$ cat config.mk
export PLATFORM = sky130hd
export DESIGN_NAME = axi_lite_mem_slave
export DESIGN_NICKNAME = d
export VERILOG_FILES = /design/src/rtl/axi_lite_mem_slave.sv
export SDC_FILE = /design/constraint.sdc
export NUM_CORES = 1
export LEC_CHECK = 0
export ABC_CLOCK_PERIOD_IN_PS = 3900
export CAP_MARGIN = 20
export CORE_MARGIN = 1
export CORE_UTILIZATION = 49
export DETAILED_ROUTE_END_ITERATION = 8
export MAX_ROUTING_LAYER = met4
export PLACE_DENSITY = 0.86
export SLEW_MARGIN = 20
export SYNTH_ARGS = -nofsm -noshare
export SYNTH_HDL_FRONTEND = slang
export SYNTH_SLANG_ARGS = --single-unit
$ cat constraint.sdc
create_clock -name clk -period 3.9 [get_ports clk]
set_input_delay 0.39 -clock clk [delete_from_list [all_inputs] [get_ports clk]]
set_output_delay 0.39 -clock clk [all_outputs]
set_load 0.02 [all_outputs]
$ cat src/rtl/axi_lite_mem_slave.sv
// AXI4-Lite slave that maps single-beat reads and writes onto a single-port synchronous memory.
// One transaction in flight at a time; writes win over reads; out-of-range addresses return DECERR.
module axi_lite_mem_slave #(
  parameter int ADDR_W   = 26,
  parameter int READ_LAT = 1
) (
  input  logic              clk,
  input  logic              rstn,
  input  logic [31:0]       s_axi_awaddr,
  input  logic              s_axi_awvalid,
  output logic              s_axi_awready,
  input  logic [31:0]       s_axi_wdata,
  input  logic [3:0]        s_axi_wstrb,
  input  logic              s_axi_wvalid,
  output logic              s_axi_wready,
  output logic [1:0]        s_axi_bresp,
  output logic              s_axi_bvalid,
  input  logic              s_axi_bready,
  input  logic [31:0]       s_axi_araddr,
  input  logic              s_axi_arvalid,
  output logic              s_axi_arready,
  output logic [31:0]       s_axi_rdata,
  output logic [1:0]        s_axi_rresp,
  output logic              s_axi_rvalid,
  input  logic              s_axi_rready,
  output logic              mem_en,
  output logic [3:0]        mem_we,
  output logic [ADDR_W-1:0] mem_addr,
  output logic [31:0]       mem_wdata,
  input  logic [31:0]       mem_rdata,
  output logic [2:0]        dbg_state
);

  typedef enum logic [2:0] {
    IDLE    = 3'd0,
    WR_MEM  = 3'd1,
    WR_RESP = 3'd2,
    RD_MEM  = 3'd3,
    RD_WAIT = 3'd4,
    RD_RESP = 3'd5
  } state_t;

  localparam logic [1:0] RESP_OKAY   = 2'b00;
  localparam logic [1:0] RESP_DECERR = 2'b11;
  localparam logic [1:0] LAT_LOAD    = 2'(READ_LAT - 1);

  state_t      state_q, state_d;
  logic        aw_held_q, w_held_q;
  logic [29:0] awaddr_q;
  logic [31:0] wdata_q;
  logic [3:0]  wstrb_q;
  logic        wr_oor_q, rd_oor_q;
  logic [1:0]  lat_cnt_q;

  logic        aw_hs, w_hs, ar_hs;
  logic        aw_avail, w_avail;
  logic [29:0] cur_aw_word, ar_word;
  logic [31:0] cur_wdata;
  logic [3:0]  cur_wstrb;
  logic        wr_oor, rd_oor;
  logic        unused_addr_lsbs;

  assign unused_addr_lsbs = ^{s_axi_awaddr[1:0], s_axi_araddr[1:0]};
  assign dbg_state        = state_q;

  // Every channel uses valid/ready: a beat transfers on a rising clk edge where both are
  // high; the source keeps valid and its payload steady until that edge.
  assign s_axi_awready = (state_q == IDLE) && !aw_held_q;
  assign s_axi_wready  = (state_q == IDLE) && !w_held_q;
  assign s_axi_arready = (state_q == IDLE) && !aw_held_q && !w_held_q &&
                         !s_axi_awvalid && !s_axi_wvalid;

  assign aw_hs = s_axi_awvalid && s_axi_awready;
  assign w_hs  = s_axi_wvalid && s_axi_wready;
  assign ar_hs = s_axi_arvalid && s_axi_arready;

  assign aw_avail    = aw_held_q || aw_hs;
  assign w_avail     = w_held_q || w_hs;
  assign cur_aw_word = aw_held_q ? awaddr_q : s_axi_awaddr[31:2];
  assign cur_wdata   = w_held_q ? wdata_q : s_axi_wdata;
  assign cur_wstrb   = w_held_q ? wstrb_q : s_axi_wstrb;
  assign ar_word     = s_axi_araddr[31:2];
  assign wr_oor      = |cur_aw_word[29:ADDR_W];
  assign rd_oor      = |ar_word[29:ADDR_W];

  always_comb begin
    state_d = state_q;
    case (state_q)
      IDLE: begin
        if (aw_avail && w_avail) state_d = WR_MEM;
        else if (ar_hs)          state_d = RD_MEM;
      end
      WR_MEM:  state_d = WR_RESP;
      WR_RESP: if (s_axi_bready) state_d = IDLE;
      RD_MEM:  state_d = RD_WAIT;
      RD_WAIT: if (lat_cnt_q == 2'd0) state_d = RD_RESP;
      RD_RESP: if (s_axi_rready) state_d = IDLE;
      default: state_d = IDLE;
    endcase
  end

  always_ff @(posedge clk) begin
    if (!rstn) begin
      state_q      <= IDLE;
      aw_held_q    <= 1'b0;
      w_held_q     <= 1'b0;
      awaddr_q     <= '0;
      wdata_q      <= '0;
      wstrb_q      <= '0;
      wr_oor_q     <= 1'b0;
      rd_oor_q     <= 1'b0;
      lat_cnt_q    <= '0;
      s_axi_bvalid <= 1'b0;
      s_axi_bresp  <= RESP_OKAY;
      s_axi_rvalid <= 1'b0;
      s_axi_rresp  <= RESP_OKAY;
      s_axi_rdata  <= '0;
      mem_en       <= 1'b0;
      mem_we       <= '0;
      mem_addr     <= '0;
      mem_wdata    <= '0;
    end else begin
      state_q <= state_d;
      mem_en  <= 1'b0;
      mem_we  <= '0;

      if (aw_hs) begin
        aw_held_q <= 1'b1;
        awaddr_q  <= s_axi_awaddr[31:2];
      end
      if (w_hs) begin
        w_held_q <= 1'b1;
        wdata_q  <= s_axi_wdata;
        wstrb_q  <= s_axi_wstrb;
      end

      case (state_q)
        IDLE: begin
          // Memory strobe is registered here so it lands exactly in WR_MEM / RD_MEM.
          if (aw_avail && w_avail) begin
            wr_oor_q  <= wr_oor;
            mem_en    <= !wr_oor && (cur_wstrb != 4'b0000);
            mem_we    <= wr_oor ? 4'b0000 : cur_wstrb;
            mem_addr  <= cur_aw_word[ADDR_W-1:0];
            mem_wdata <= cur_wdata;
          end else if (ar_hs) begin
            rd_oor_q <= rd_oor;
            mem_en   <= !rd_oor;
            mem_addr <= ar_word[ADDR_W-1:0];
          end
        end
        WR_MEM: begin
          s_axi_bvalid <= 1'b1;
          s_axi_bresp  <= wr_oor_q ? RESP_DECERR : RESP_OKAY;
        end
        WR_RESP: begin
          if (s_axi_bready) begin
            s_axi_bvalid <= 1'b0;
            s_axi_bresp  <= RESP_OKAY;
            aw_held_q    <= 1'b0;
            w_held_q     <= 1'b0;
          end
        end
        RD_MEM: lat_cnt_q <= LAT_LOAD;
        RD_WAIT: begin
          // Last wait cycle is the one where mem_rdata is valid.
          if (lat_cnt_q == 2'd0) begin
            s_axi_rvalid <= 1'b1;
            s_axi_rdata  <= rd_oor_q ? 32'h0 : mem_rdata;
            s_axi_rresp  <= rd_oor_q ? RESP_DECERR : RESP_OKAY;
          end else begin
            lat_cnt_q <= lat_cnt_q - 2'd1;
          end
        end
        RD_RESP: begin
          if (s_axi_rready) begin
            s_axi_rvalid <= 1'b0;
            s_axi_rresp  <= RESP_OKAY;
            s_axi_rdata  <= '0;
          end
        end
        default: ;
      endcase
    end
  end

endmodule

==> out/metrics.cfg <==
[setup_path]
cp_max_fo = 17
slowest_delay_ns = 0.68
crit_chain = or3_1, nor3_1, clkdlybuf4s50_1
criticalPathCategory = reg -> out
worstPathRequired_ns = 3.51
slowest_stage = clkdlybuf4s50_1
critPathLaunchType = register
endpoint_kind = output pin
arrival_ns = 2.36

[cells_and_area]
final_common_cell = clkdlybuf4s50_1
antennaDiodeCount = 0
area_growth_syn_to_layout_pct = 42.60
layout_common_cells = 241 x clkdlybuf4s50_1, 173 x dfxtp_1, 165 x nand2_1, 77 x nor2_1, 75 x a21oi_1
finalNetCount = 1142
finalNonFillerCells = 1195
fill_cells = 1070
final_layout_size_suffix_gt1_share_pct = 7.882

[clock_network]
cts_max_path_buffers = 2
path_clk_slew_ns = 0.06
clkLatencyLatePin_ns = 0.43
post_cts_resized = 0
cts_setup_buffers = 0
cts_sinks = 174
root_buffer = clkbuf_16
cts_tree = built
hold_buffers = 0
numCtsBuffers = 17
htree_levels = 4

[power_and_ir_drop]
powerDensity_nw_per_um2 = 636.8
vdd_drop_max_mv = 0.4355
p_leak_uw = 0.003527
power_uw = 6377

[timing]
rsz0062_at_grt = false
hold_violations = 0
setup_viol = 0
fmax_ghz = 0.3632
setup-tns-final_ns = 0
period_minus_slack_ns = 2.754
final-max-slew-violation-count = 0
clock-skew-final_ns = 0.008196
worst_slew_pin_slew_ns = 1.095
timing.slew.headroom_pct = 26.85
fin_crit_sh_pct = 70.61

[yosys]
ys_ff_latch = 174
synth_fa_ha_area_share_pct = 0.1782
synth.area.mux_share_pct = 9.603
mappedNetlistArea_sq_um = 7023
synth_compound_area_share_pct = 19.76
netlist_instances = 800
synth_xor_area_share_pct = 0
synth_top_family_by_area = compound AO/OA/AOI/OAI gates
syn_nets = 940
avgSynthCellArea_sq_um = 8.779
yosys_warnings = 0
ys_seq_area_share_pct = 49.60
synthSimpleGateAreaFrac_pct = 15.86
ys_types = 42

[route]
wl_per_cell_microns = 16.32
vias = 6568
drt_iter0_drc = 387
ant_nets = 0
viasPerCell = 5.496
route.detailed.drc = 0
drt_wl_total_microns = 19500
first_pass_iters = 5

[floorplanning]
die-area_sq_um = 14820
fp.dieW_microns = 121.7
die_y_microns = 121.7
start_util_pct = 50.40
core-area_sq_um = 13930
ios = 246
rows = 43

[grt]
grt_use_total_pct = 26.94
grt-ovfl-total = 0
antenna_found_initial = 0
grt_pass1_vias = 6137
grt_pass1_wl_microns = 30270
grt_max_degree = 99

[place]
place_congestion = 0.8151
dp_cells = 1163
hpwl_microns = 12790
io_buffers = 241

[job]
max-cap-violations = 0

[run_status]
status = complete, no violations

[min_path]
worstHoldPathType = reg -> reg

==> sequential cells by signal (all words and copies together) (netlist names) <==
signal,count
mem_wdata,32
s_axi_rdata,32
wdata_q,32
awaddr_q,30
mem_addr,26
mem_we,4
wstrb_q,4
dbg_state,3
lat_cnt_q,2
aw_held_q,1
mem_en,1
rd_oor_q,1
s_axi_bresp,1
s_axi_bvalid,1
s_axi_rresp,1
s_axi_rvalid,1
w_held_q,1
wr_oor_q,1
==> metal layers <==
metal,vias to the layer above,part of all wire [%],track usage [%]
met5,-,0,-
met4,0,2.3,10.03
met3,33,7.0,7.818
met2,225,49,44.18
met1,3085,42,31.13
li1,3225,-,-
==> synthesized netlist by cell type, drive strengths merged <==
library cell  instances  area share (%)
nor4b                 1            0.21
clkbuf               42             2.2
o22ai                26             2.3
inv                   8            0.43
nor3b                 2            0.29
nor4                  5            0.45
a22oi                59             6.5
a2111oi               2            0.25
dfxtp               174              50
o221a                 1            0.16
or4b                  2            0.34
or3                   3            0.27
nand2               165             8.8
buf                  28             2.3
o31ai                 2            0.21
and2                  2            0.18
ha                    1            0.18
o32ai                 1            0.12
nor2                 77             4.1
a221oi                1            0.21
nand2b                2            0.18
a21oi                75             5.3
nand3                 3            0.21
nor2b                 2            0.18
and3                  1           0.089
a2bb2oi               1            0.12
o21ai                 6            0.43
mux2                 27             4.3
o41ai                 2            0.25
a31oi                 1           0.089
a211oi               33             3.5
mux2i                37             5.3
nor3                  4            0.36
nand4                 2            0.18
o21a                  2            0.21
==> kinds of logic after synthesis <==
family                   count (synthesis)
AO/OA/AOI/OAI                          212
AND/OR/NAND/NOR                        271
buffers and inverters                   78
multiplexers                            64
flip-flops                             174
adder cells (fa/ha/maj)                  1
==> worst paths after layout <==
kind / end / start / slack, ns / depth (start not counted)
max: s_axi_arready / aw_held_q / 1.15 / 3
min reg2reg: wdata_q[30] / wdata_q[30] / 0.45 / 2
max reg2reg: mem_wdata[12] / dbg_state[0] / 1.35 / 5
min: wdata_q[30] / wdata_q[30] / 0.45 / 2
==> worst max-delay path: cells and delay by family, from the launching register on <==
family / cells / cell delay (ns)
and+or+nand+nor: 2 / 0.72
DFF: 1 / 0.55
buffers and inverters: 1 / 0.68
==> metrics by stage <==
stage                     setup WS [ns]  utilization (%)  cell area [sq um]  hold slack (ns)
after global routing              1.036            71.87              10010           0.4688
final                             1.146            71.87              10010           0.4534
after global placement            1.193            67.89               9460           0.4383
after floorplan                   1.694                -               7023           0.4329
after CTS                         1.093            71.87              10010           0.4529
after detailed placement          1.145            67.90               9462           0.4430
==> cell type report <==
class / instances / area [sq um] / area share, %
Multi-Input combinational cell: 548 / 3204 / 32.00
Inverter: 8 / 32.53 / 0.3248
Clock inverter: 11 / 82.58 / 0.8246
Tap cell: 180 / 225.2 / 2.249
Timing Repair Buffer: 253 / 2515 / 25.11
Clock buffer: 21 / 470.5 / 4.698
Sequential cell: 174 / 3485 / 34.80
==> where the power goes <==
group / internal, uW / switching, uW / total (uW)
sequential: 2140 / 254 / 2400
clock: 871 / 721 / 1590
combinational: 1050 / 1340 / 2390
Note: power is estimated with default switching activity, not from simulation.
